[config.mk]
export PLATFORM = sky130hd
export DESIGN_NAME = warmboot_ctrl
export DESIGN_NICKNAME = d
export VERILOG_FILES = /design/src/rtl/warmboot_pkg.sv /design/src/rtl/warmboot_sync2.sv /design/src/rtl/warmboot_ctrl.sv
export SDC_FILE = /design/constraint.sdc
export NUM_CORES = 1
export LEC_CHECK = 0
export CAP_MARGIN = 40
export CORE_ASPECT_RATIO = 1.2
export CORE_MARGIN = 2
export CORE_UTILIZATION = 59
export CTS_CLUSTER_DIAMETER = 120
export DETAILED_ROUTE_END_ITERATION = 6
export PLACE_DENSITY = 0.85
export RECOVER_POWER = 50
export SLEW_MARGIN = 30
export SYNTH_ARGS = -nofsm -noshare
export SYNTH_HDL_FRONTEND = slang
export SYNTH_HIERARCHICAL = 1
export SYNTH_SLANG_ARGS = --single-unit
export TNS_END_PERCENT = 5
[constraint.sdc]
create_clock -name UserCLK -period 5.65 [get_ports UserCLK]
set_clock_uncertainty 0.15 [all_clocks]
set_input_delay 1.13 -clock UserCLK [delete_from_list [all_inputs] [get_ports UserCLK]]
set_output_delay 1.13 -clock UserCLK [all_outputs]
set_load 0.1 [all_outputs]
[src/rtl/warmboot_pkg.sv]
// Shared definitions for the warm-boot sequencer: default parameters and
// the FSM state encoding used by warmboot_ctrl.
package warmboot_pkg;

    // Default build parameters for the south-edge WARMBOOT tile.
    localparam int DEF_NUM_SLOTS      = 4;
    localparam int DEF_SLOT_W         = 2;
    localparam int DEF_SETUP_CYCLES   = 2;
    localparam int DEF_PULSE_CYCLES   = 4;
    localparam int DEF_TIMEOUT_CYCLES = 1024;
    localparam int DEF_CNT_W          = 11;

    // Fixed state encodings, kept stable so older tooling and debug scripts
    // that decode the raw state register keep working.
    localparam logic [2:0] ST_IDLE      = 3'd0;
    localparam logic [2:0] ST_SETUP     = 3'd1;
    localparam logic [2:0] ST_PULSE     = 3'd2;
    localparam logic [2:0] ST_WAIT_DROP = 3'd3;
    localparam logic [2:0] ST_WAIT_CFG  = 3'd4;

    typedef enum logic [2:0] {
        IDLE      = ST_IDLE,
        SETUP     = ST_SETUP,
        PULSE     = ST_PULSE,
        WAIT_DROP = ST_WAIT_DROP,
        WAIT_CFG  = ST_WAIT_CFG
    } state_e;

    // Terminal count for a phase lasting n cycles (counter starts at 0).
    function automatic int last_index(input int n);
        return (n > 0) ? n - 1 : 0;
    endfunction

endpackage

[src/rtl/warmboot_sync2.sv]
// Two-flop synchroniser for a single asynchronous level into the UserCLK
// domain. Both stages clear asynchronously to 0.
module warmboot_sync2 (
    input  logic clk,
    input  logic rst,
    input  logic d,
    output logic q
);

    logic meta;

    // Shift the raw input through the metastability stage into q.
    // NOTE: clocked state always uses <= so every flop samples pre-edge values;
    // a blocking '=' here would collapse the two stages into one.
    always_ff @(posedge clk or posedge rst) begin
        if (rst) begin
            meta <= 1'b0;
            q    <= 1'b0;
        end else begin
            meta <= d;
            q    <= meta;
        end
    end

endmodule

[src/rtl/warmboot_ctrl.sv]
// Warm-boot sequencer: accepts a synchronised boot request from fabric logic,
// validates and holds the slot index, issues a timed BOOT_top strobe, then
// follows CONFIGURED_top low and high again to report completion or timeout.
module warmboot_ctrl
    import warmboot_pkg::*;
#(
    parameter int NUM_SLOTS      = DEF_NUM_SLOTS,
    parameter int SLOT_W         = DEF_SLOT_W,
    parameter int SETUP_CYCLES   = DEF_SETUP_CYCLES,
    parameter int PULSE_CYCLES   = DEF_PULSE_CYCLES,
    parameter int TIMEOUT_CYCLES = DEF_TIMEOUT_CYCLES,
    parameter int CNT_W          = DEF_CNT_W
) (
    input  logic              UserCLK,
    input  logic              RESET,
    input  logic              BOOT,
    input  logic [SLOT_W-1:0] SLOT,
    input  logic              CONFIGURED_top,
    output logic              BOOT_top,
    output logic [SLOT_W-1:0] SLOT_top,
    output logic              BUSY,
    output logic              DONE,
    output logic              ERR
);

    // Terminal counts for each timed phase.
    localparam logic [CNT_W-1:0] SETUP_LAST   = CNT_W'(last_index(SETUP_CYCLES));
    localparam logic [CNT_W-1:0] PULSE_LAST   = CNT_W'(last_index(PULSE_CYCLES));
    localparam logic [CNT_W-1:0] TIMEOUT_LAST = CNT_W'(last_index(TIMEOUT_CYCLES));
    localparam logic [CNT_W-1:0] CNT_MAX      = '1;
    localparam bit               TIMEOUT_EN   = (TIMEOUT_CYCLES != 0);
    // Only a slot range that does not fill the index width can hold invalid
    // codes; for a power-of-two slot count the check folds to constant 0.
    localparam bit               SLOT_SPARSE  = (NUM_SLOTS < (1 << SLOT_W));

    state_e           state;
    state_e           state_nxt;
    logic [CNT_W-1:0] cnt;

    logic       boot_s;
    logic       boot_s_d;
    logic       cfg_s;
    logic [1:0] sync_primed;
    logic       boot_rise;
    logic       slot_invalid;
    logic       timeout;

    logic cnt_clr;
    logic boot_top_nxt;
    logic slot_load;
    logic err_set;
    logic err_clr;
    logic done_nxt;

    warmboot_sync2 u_boot_sync (
        .clk (UserCLK),
        .rst (RESET),
        .d   (BOOT),
        .q   (boot_s)
    );

    warmboot_sync2 u_cfg_sync (
        .clk (UserCLK),
        .rst (RESET),
        .d   (CONFIGURED_top),
        .q   (cfg_s)
    );

    // Edge history for the boot request. Until the synchroniser has flushed
    // its reset zeros the history is forced high, so a BOOT level held across
    // reset release is not mistaken for a fresh request: a low is needed first.
    always_ff @(posedge UserCLK or posedge RESET) begin
        if (RESET) begin
            sync_primed <= 2'b00;
            boot_s_d    <= 1'b1;
        end else begin
            sync_primed <= {sync_primed[0], 1'b1};
            boot_s_d    <= boot_s | ~sync_primed[1];
        end
    end

    assign boot_rise    = boot_s & ~boot_s_d;
    assign slot_invalid = SLOT_SPARSE && (int'(SLOT) >= NUM_SLOTS);
    assign timeout      = TIMEOUT_EN && (cnt == TIMEOUT_LAST);

    // Next-state and output-update decode; exits are tested before timeout so
    // an exit landing on the timeout cycle wins.
    // NOTE: every signal driven here gets a default first, so no path through
    // the case leaves one unassigned and no latch is inferred.
    always_comb begin
        state_nxt    = state;
        cnt_clr      = 1'b0;
        boot_top_nxt = BOOT_top;
        slot_load    = 1'b0;
        err_set      = 1'b0;
        err_clr      = 1'b0;
        done_nxt     = 1'b0;

        unique case (state)
            IDLE: begin
                if (boot_rise) begin
                    if (slot_invalid) begin
                        err_set = 1'b1;
                    end else begin
                        slot_load = 1'b1;
                        err_clr   = 1'b1;
                        cnt_clr   = 1'b1;
                        state_nxt = SETUP;
                    end
                end
            end
            SETUP: begin
                if (cnt == SETUP_LAST) begin
                    boot_top_nxt = 1'b1;
                    cnt_clr      = 1'b1;
                    state_nxt    = PULSE;
                end
            end
            PULSE: begin
                if (cnt == PULSE_LAST) begin
                    boot_top_nxt = 1'b0;
                    cnt_clr      = 1'b1;
                    state_nxt    = WAIT_DROP;
                end
            end
            WAIT_DROP: begin
                if (!cfg_s) begin
                    cnt_clr   = 1'b1;
                    state_nxt = WAIT_CFG;
                end else if (timeout) begin
                    err_set   = 1'b1;
                    state_nxt = IDLE;
                end
            end
            WAIT_CFG: begin
                if (cfg_s) begin
                    done_nxt  = 1'b1;
                    state_nxt = IDLE;
                end else if (timeout) begin
                    err_set   = 1'b1;
                    state_nxt = IDLE;
                end
            end
            default: begin
                boot_top_nxt = 1'b0;
                state_nxt    = IDLE;
            end
        endcase
    end

    // State register and the phase counter, which saturates instead of wrapping.
    always_ff @(posedge UserCLK or posedge RESET) begin
        if (RESET) begin
            state <= IDLE;
            cnt   <= '0;
        end else begin
            state <= state_nxt;
            if (cnt_clr) begin
                cnt <= '0;
            end else if (state != IDLE && cnt != CNT_MAX) begin
                cnt <= cnt + 1'b1;
            end
        end
    end

    // Registered outputs; BOOT_top clears asynchronously with RESET.
    always_ff @(posedge UserCLK or posedge RESET) begin
        if (RESET) begin
            BOOT_top <= 1'b0;
            SLOT_top <= '0;
            BUSY     <= 1'b0;
            DONE     <= 1'b0;
            ERR      <= 1'b0;
        end else begin
            BOOT_top <= boot_top_nxt;
            BUSY     <= (state_nxt != IDLE);
            DONE     <= done_nxt;
            if (slot_load) begin
                SLOT_top <= SLOT;
            end
            if (err_set) begin
                ERR <= 1'b1;
            end else if (err_clr) begin
                ERR <= 1'b0;
            end
        end
    end

endmodule
==> metrics.cfg, run 1 <==
[timing]
tightest_slew_ns = 0.857
grt_setup_unrepaired = false
timing.final.crit_share = 0.482
fin_crit_ns = 2.73
hold_violations = 0
slew_viol_final = 0
tns_ns = 0
max_freq_mhz = 367
maxSlewHeadroom = 0.429
setup_viol = 0

[logic_synthesis]
synth_fp_nets = 129
ys_warn_count = 6
syn-cell-area_um2 = 1300
synthTopCellsByArea = dfrtp_1, nand2_1, xor2_1
netlist_instances = 121
yosysTopAreaCellShare = 0.499
ys_types = 45
synth.largest_area_cell = dfrtp_1
avgSynthCellArea_um2 = 10.8
synth_seq_cells = 27
ys_seq_area_frac = 0.519

[layout]
synthToLayoutAreaGrowth_pct = 18.7
regArea_um2 = 677
multi_input_area_um2 = 577
nFillCells = 148
final_area_um2 = 1550
diodes = 0
drive_gt1_frac = 0.150
fin_nets = 149

[critical_path]
worst_setup_path_end_kind = output pin
worst_ep_required_time_ns = 4.37
startpoint_type = flip-flop
cp_num_buf_inv = 2
path_cells = clkdlybuf4s50_1 > buf_8
crit_fanout = 2
max_stage_delay_ns = 0.53
worst_ep_arrival_time_ns = 1.45
worstSetupPathType = reg2out
rrSetupSlack_ns = 3.28
slowest_stage = clkdlybuf4s50_1
cp_top_family = buffers and inverters

[run]
drv_cap = 0

[power_and_ir_drop]
cellPowerDensity_nw_per_um2 = 483
ir_drop_uv = 288
p_leak_nw = 0.665

[routing]
wl_um = 2760
wire_per_inst_um = 16.2
antenna_left = 0
viasPerCell = 6.25
drt-initial-drc-count = 28
route.detailed.drc = 0
drtPass1Iterations = 4
dr_total_vias = 1062

[clock_network]
htree_levels = 1
clk_latency_ns = 0.32
cts.sinks = 27
hold_buffers = 0
postCtsSetupBuffers = 0
numCtsBuffers = 3
clk_pin_slew_worst_paths_ns = 0.15
cts_resized = 0
clock-root-buffer = clkbuf_4
cts_max_path_buffers = 2
cts_tree = yes

[place]
numPortBuffers = 11
dp_hpwl_um = 1990
place.gp.congestion = 0.933
placed_cell_area_um2 = 1530

[global_routing]
grt_usage = 0.232
grt_pass1_vias = 1031
grt_max_degree = 17
antenna_found_initial = 0
grt_pass1_wl_um = 4460
grt_overflow = 0

[floorplan]
core_area_um2 = 2070
io_pins = 12
die-area_um2 = 2600
fp.dieH_um = 55.5
dieWidth_um = 46.9
start_util = 0.629
row_count = 18

[hold_path]
hp-class = reg2reg

[run_status]
status = finished clean

## through the flow
stage                     hold WS (ns)  cells  power, mW  worst slack, ns  utilization
after CTS                        0.218    170      0.748             2.92        0.752
after detailed placement         0.185    166      0.663             3.30        0.738
after floorplan                  0.181    121      0.540             3.47            -
after global routing             0.243    170      0.791             2.87        0.747
after global placement           0.183    159      0.600             2.92        0.687
final                            0.217    170      0.747             2.92        0.747
## power by group
part           switching [mW]  total (mW)  leakage [nW]  internal [mW]
Sequential             0.0496       0.285         0.342          0.235
Combinational           0.233       0.378         0.310          0.145
Clock                  0.0571      0.0841        0.0139         0.0270
## layer usage
layer,wire length (um),part of all wire,global-route usage
met2,1520,0.55,0.405
met1,1120,0.41,0.281
met4,29,0.011,0.0794
met5,0,0,0
met3,86,0.031,0.0229
## placed cells by master (no fill, tap or decap), drive strengths merged, types with 2 or more instances in the layout
master and instances:
a21oi 6, a31oi 2, and3 2, buf 6
clkbuf 4, clkdlybuf4s50 8, dfrtp 26, dlygate4sd3 3
ha 2, inv 6, nand2 10, nand2b 2
nand3 3, nand4 5, nor2 7, nor3b 2
nor4 3, o211ai 2, o21ai 3, o31ai 4
or2b 2, or3 2, or4 7, xor2 4
## cells by family after synthesis
logic type	after synthesis	synth area share
other cells	1	0.00288
mux	1	0.00864
flops	27	0.519
buf+inv	9	0.0384
fa+ha+maj	2	0.0192
compound gates	26	0.147
xor+xnor	4	0.0269
simple gates	51	0.238
## worst paths after layout
check / start / endpoint / cells past startpoint
worst max-delay path: ERR / ERR / 2
worst min-delay path: u_cfg_sync/meta / u_cfg_sync/q / 0
worst max register to register: cnt[9] / BUSY / 4
worst min register to register: u_cfg_sync/meta / u_cfg_sync/q / 0
max in group asynchronous: RESET / cnt[5] / 3
min in group asynchronous: RESET / u_boot_sync/meta / 2
## final cells by class
type | count | area share
Tap cell | 30 | 0.0243
Inverter | 6 | 0.0146
Timing Repair Buffer | 18 | 0.132
Multi-Input combinational cell | 85 | 0.373
Clock inverter | 1 | 0.00485
Clock buffer | 3 | 0.0146
Sequential cell | 27 | 0.437
## synthesized netlist by cell type (all sizes together)
library cell  count
a21oi             6
a221o             1
a221oi            1
a22o              1
a31oi             2
a32oi             1
and2b             1
and3              2
and4              1
buf               3
conb              1
dfrtp            26
dfstp             1
ha                2
inv               6
mux2              1
nand2            10
nand2b            2
nand3             3
nand4             5
nor2              7
nor3              1
nor3b             2
nor4              3
nor4b             1
nor4bb            1
o2111ai           1
o211ai            2
o21a              1
o21ai             3
o22ai             1
o311a             1
o31ai             4
o41ai             1
or2b              2
or3               2
or3b              1
or4               7
xor2              4
## registers in the layout, summed over array words and instances, names as in the netlist
name and count:
SLOT_top 2, BOOT_top 1, ERR 1, u_boot_sync/meta 1, sync_primed 2, u_boot_sync/q 1
u_cfg_sync/q 1, boot_s_d 1, cnt 11, state 3, BUSY 1, u_cfg_sync/meta 1
DONE 1
Power figures use the tool's default switching activity.
==> run 2, diff against run 1 <==
--- a/config.mk
+++ b/config.mk
@@ -8,10 +8,10 @@
 export CAP_MARGIN = 40
 export CORE_ASPECT_RATIO = 1.2
 export CORE_MARGIN = 2
-export CORE_UTILIZATION = 59
+export CORE_UTILIZATION = 50
 export CTS_CLUSTER_DIAMETER = 120
 export DETAILED_ROUTE_END_ITERATION = 6
-export PLACE_DENSITY = 0.85
+export PLACE_DENSITY = 0.77
 export RECOVER_POWER = 50
 export SLEW_MARGIN = 30
 export SYNTH_ARGS = -nofsm -noshare
==> constraint.sdc (replaced) <==
create_clock -name UserCLK -period 2.5 [get_ports UserCLK]
set_clock_uncertainty 0.15 [all_clocks]
set_input_delay 0.5 -clock UserCLK [delete_from_list [all_inputs] [get_ports UserCLK]]
set_output_delay 0.5 -clock UserCLK [all_outputs]
set_load 0.1 [all_outputs]
==> metrics.cfg, run 2 (synthesized netlist as in run 1, its figures left out) <==
[run_status]
status = finished clean

[routing]
viasPerCell = 5.82
route.detailed.drc = 0
drt-initial-drc-count = 25
dr_total_vias = 995
drtPass1Iterations = 4
wire_per_inst_um = 14.1
wl_um = 2400
antenna_left = 0

[global_routing]
grt_overflow = 0
grt_pass1_wl_um = 4220
antenna_found_initial = 0
grt_pass1_vias = 983
grt_max_degree = 15
grt_usage = 0.186

[critical_path]
crit_cells = 4
worst_ep_arrival_time_ns = 2.32
cp_num_buf_inv = 0
r2r_cells = 4
path_cells = or4_4 > o41ai_1 > a221o_1 > nor3_1
cp-startpoint = cnt[9]
worst_setup_path_end_kind = flip-flop
r2r_end = cnt[2]
slowest_stage = or4_4
worstSetupPathType = reg2reg
startpoint_type = flip-flop
rrSetupSlack_ns = 0.23
max_stage_delay_ns = 0.58
crit_fanout = 11
endpoint = cnt[2]
cp_top_family = compound AO/OA/AOI/OAI gates
worst_ep_required_time_ns = 2.54
r2r-start = cnt[9]

[timing]
tightest_slew_ns = 0.734
timing.final.crit_share = 0.909
fin_crit_ns = 2.27
tns_ns = 0
maxSlewHeadroom = 0.510
grt_setup_unrepaired = false
slew_viol_final = 0
setup_viol = 0
max_freq_mhz = 440
hold_violations = 0

[place]
dp_hpwl_um = 1860
place.gp.congestion = 0.839
numPortBuffers = 11
placed_cell_area_um2 = 1450

[floorplan]
row_count = 20
dieWidth_um = 50.6
core_area_um2 = 2500
die-area_um2 = 3030
io_pins = 12
fp.dieH_um = 59.9
start_util = 0.521

[clock_network]
clock-root-buffer = clkbuf_4
clk_latency_ns = 0.31
htree_levels = 1
cts.sinks = 27
numCtsBuffers = 3
hold_buffers = 0
clk_pin_slew_worst_paths_ns = 0.13
cts_max_path_buffers = 2
cts_resized = 0
postCtsSetupBuffers = 0
cts_tree = yes

[power_and_ir_drop]
p_comb_frac = 0.482
fin_total_pwr_mw = 1.55
cellPowerDensity_nw_per_um2 = 1060
p_switching_mw = 0.714
ir_drop_uv = 589
p_clk_frac = 0.114
p_sw_frac = 0.460
intPower_mw = 0.838
p_leak_nw = 0.648
power_frac_seq = 0.405

[layout]
largest_register = cnt
diodes = 0
final_area_um2 = 1470
fin_nets = 147
nFillCells = 222
drive_gt1_frac = 0.167
regArea_um2 = 677
reg_top3 = cnt: 11 flops, state: 3 flops
synthToLayoutAreaGrowth_pct = 12.7
largest_reg_flops = 11
layout_commonest_cell = dfrtp_1
multi_input_area_um2 = 577
most-common-layout-cells = dfrtp_1, nand2_1, buf_4

[run]
drv_cap = 0

[hold_path]
hp-class = reg2reg

==> run 2: routing by layer <==
metal | GRT usage | vias up | wire length [um]
met5 | 0 | - | 0
met4 | 0.104 | 0 | 67
met3 | 0.0250 | 7 | 52
met2 | 0.344 | 15 | 1190
met1 | 0.205 | 484 | 1100
li1 | - | 489 | -
==> run 2: layout make-up <==
cell class | instances | area share
Clock buffer | 4 | 0.0179
Inverter | 6 | 0.0153
Multi-Input combinational cell | 85 | 0.393
Sequential cell | 27 | 0.461
Tap cell | 33 | 0.0281
Timing Repair Buffer | 16 | 0.0852
==> run 2: stage by stage <==
step	util	cells	setup slack [ns]	hold slack, ns
finish	0.587	171	0.228	0.213
global route	0.587	171	0.0886	0.239
CTS	0.590	171	0.235	0.202
detailed placement	0.580	167	0.238	0.186
global placement	0.580	167	0.319	0.182
floorplan	-	121	0.384	0.0912
==> run 2: worst min-delay path by stage <==
stage | cells past startpoint | to | slack, ns | start
after floorplan | 1 | u_boot_sync/meta | 0.09 | RESET
after global routing | 0 | sync_primed[1] | 0.24 | sync_primed[0]
final | 0 | sync_primed[1] | 0.21 | sync_primed[0]
after global placement | 0 | sync_primed[1] | 0.18 | sync_primed[0]
after CTS | 2 | u_cfg_sync/meta | 0.20 | RESET
after detailed placement | 0 | sync_primed[1] | 0.19 | sync_primed[0]
==> run 2: power groups by stage <==
stage | logic [mW] | clock network, mW | registers, mW
2_1_floorplan | 0.377 | 0 | 0.843
3_3_place_gp | 0.734 | 0 | 0.629
6_report | 0.747 | 0.176 | 0.628
4_1_cts | 0.756 | 0.192 | 0.627
5_1_grt | 0.808 | 0.204 | 0.647
3_5_place_dp | 0.754 | 0 | 0.636
==> run 3, diff against run 2 <==
--- a/config.mk
+++ b/config.mk
@@ -6,7 +6,6 @@
 export NUM_CORES = 1
 export LEC_CHECK = 0
 export CAP_MARGIN = 40
-export CORE_ASPECT_RATIO = 1.2
 export CORE_MARGIN = 2
 export CORE_UTILIZATION = 50
 export CTS_CLUSTER_DIAMETER = 120
==> metrics.cfg, run 3 (synthesized netlist as in run 1, its figures left out) <==
[timing]
tns_ns = 0
fin_crit_ns = 2.28
slew_viol_final = 0
setup_viol = 0
grt_setup_unrepaired = false
timing.final.crit_share = 0.910
max_freq_mhz = 439
hold_slack_ns = 0.218
tightest_slew_ns = 0.587
maxSlewHeadroom = 0.608
setup_ws_ns = 0.224
hold_violations = 0

[floorplan]
dieWidth_um = 55.1
start_util = 0.526
die-area_um2 = 3030
io_pins = 12
core_area_um2 = 2480
row_count = 18
fp.dieH_um = 55.1

[layout]
post-route-util = 0.592
reg_top3 = cnt: 11 flops, state: 3 flops
fin_cells = 168
final_area_um2 = 1470
layout_commonest_cell = dfrtp_1
nFillCells = 221
largest_reg_flops = 11
drive_gt1_frac = 0.174
fin_nets = 147
multi_input_area_um2 = 577
most-common-layout-cells = dfrtp_1, nand2_1, buf_4
diodes = 0
regArea_um2 = 677
synthToLayoutAreaGrowth_pct = 12.5
largest_register = cnt

[clock_network]
cts_tree = yes
cts.sinks = 27
clock-root-buffer = clkbuf_4
numCtsBuffers = 3
hold_buffers = 0
postCtsSetupBuffers = 0
cts_resized = 0
clk_pin_slew_worst_paths_ns = 0.14
clk_latency_ns = 0.32
cts_max_path_buffers = 2
htree_levels = 1

[power_and_ir_drop]
ir_drop_uv = 699
fin_total_pwr_mw = 1.57
p_leak_nw = 0.651
cellPowerDensity_nw_per_um2 = 1070

[critical_path]
r2r_cells = 4
r2r-start = cnt[9]
worst_ep_arrival_time_ns = 2.33
crit_cells = 4
cp_top_family = compound AO/OA/AOI/OAI gates
worst_setup_path_end_kind = flip-flop
endpoint = cnt[2]
max_stage_delay_ns = 0.58
worstSetupPathType = reg2reg
r2r_end = cnt[2]
cp-startpoint = cnt[9]
slowest_stage = or4_4
cp_num_buf_inv = 0
crit_fanout = 11
rrSetupSlack_ns = 0.22
startpoint_type = flip-flop
worst_ep_required_time_ns = 2.55
path_cells = or4_4 > o41ai_1 > a221o_1 > nor3_1

[place]
dp_hpwl_um = 1840
numPlacedInstances = 164
pre_cts_ws_ns = 0.274
place.gp.congestion = 0.841
placed_cell_area_um2 = 1450
numPortBuffers = 11

[routing]
dr_total_vias = 1028
drtPass1Iterations = 4
wl_um = 2490
antenna_left = 0
wire_per_inst_um = 14.8
viasPerCell = 6.12
route.detailed.drc = 0
drt-initial-drc-count = 34

[global_routing]
antenna_found_initial = 0
grt_overflow = 0
grt_pass1_vias = 921
grt_max_degree = 16
grt_usage = 0.190
grt_pass1_wl_um = 4150

[run_status]
status = finished clean

[run]
drv_cap = 0

[hold_path]
hold-path-cell-count = 0
hp-class = reg2reg

[run 3: cell count changes in the layout (fill, tap and decap cells not counted), sizes merged]
cell,delta
clkbuf,-1
clkinv,+1
[run 3: final cells by class]
class / instances / area share
Tap cell: 30 / 0.0256
Clock buffer: 3 / 0.0154
Sequential cell: 27 / 0.462
Multi-Input combinational cell: 85 / 0.393
Timing Repair Buffer: 16 / 0.0853
Inverter: 6 / 0.0154
Clock inverter: 1 / 0.00341
[run 3: routing by layer]
metal,track usage,routed length (um)
met1,0.261,1180
met2,0.306,1180
met3,0.0323,87
met4,0.0610,41
met5,0,0
[run 3: worst min path at each step]
stage / start / to / slack [ns]
2_1_floorplan: RESET / u_boot_sync/meta / 0.09
3_3_place_gp: u_cfg_sync/meta / u_cfg_sync/q / 0.18
3_5_place_dp: sync_primed[0] / sync_primed[1] / 0.19
4_1_cts: RESET / u_boot_sync/meta / 0.21
5_1_grt: sync_primed[0] / sync_primed[1] / 0.23
6_report: sync_primed[0] / sync_primed[1] / 0.22
[run 3: worst register-to-register path: cells and delay by family, from the launching register on]
kind	cells	cell delay, ns
compound gates	2	0.86
flops	1	0.45
simple gates	2	0.69
[run 3: where the power goes]
part / switching, mW / total [mW] / internal [mW]
sequential: 0.0949 / 0.627 / 0.532
combinational: 0.512 / 0.761 / 0.249
clock: 0.125 / 0.185 / 0.0600
total: 0.732 / 1.57 / 0.841
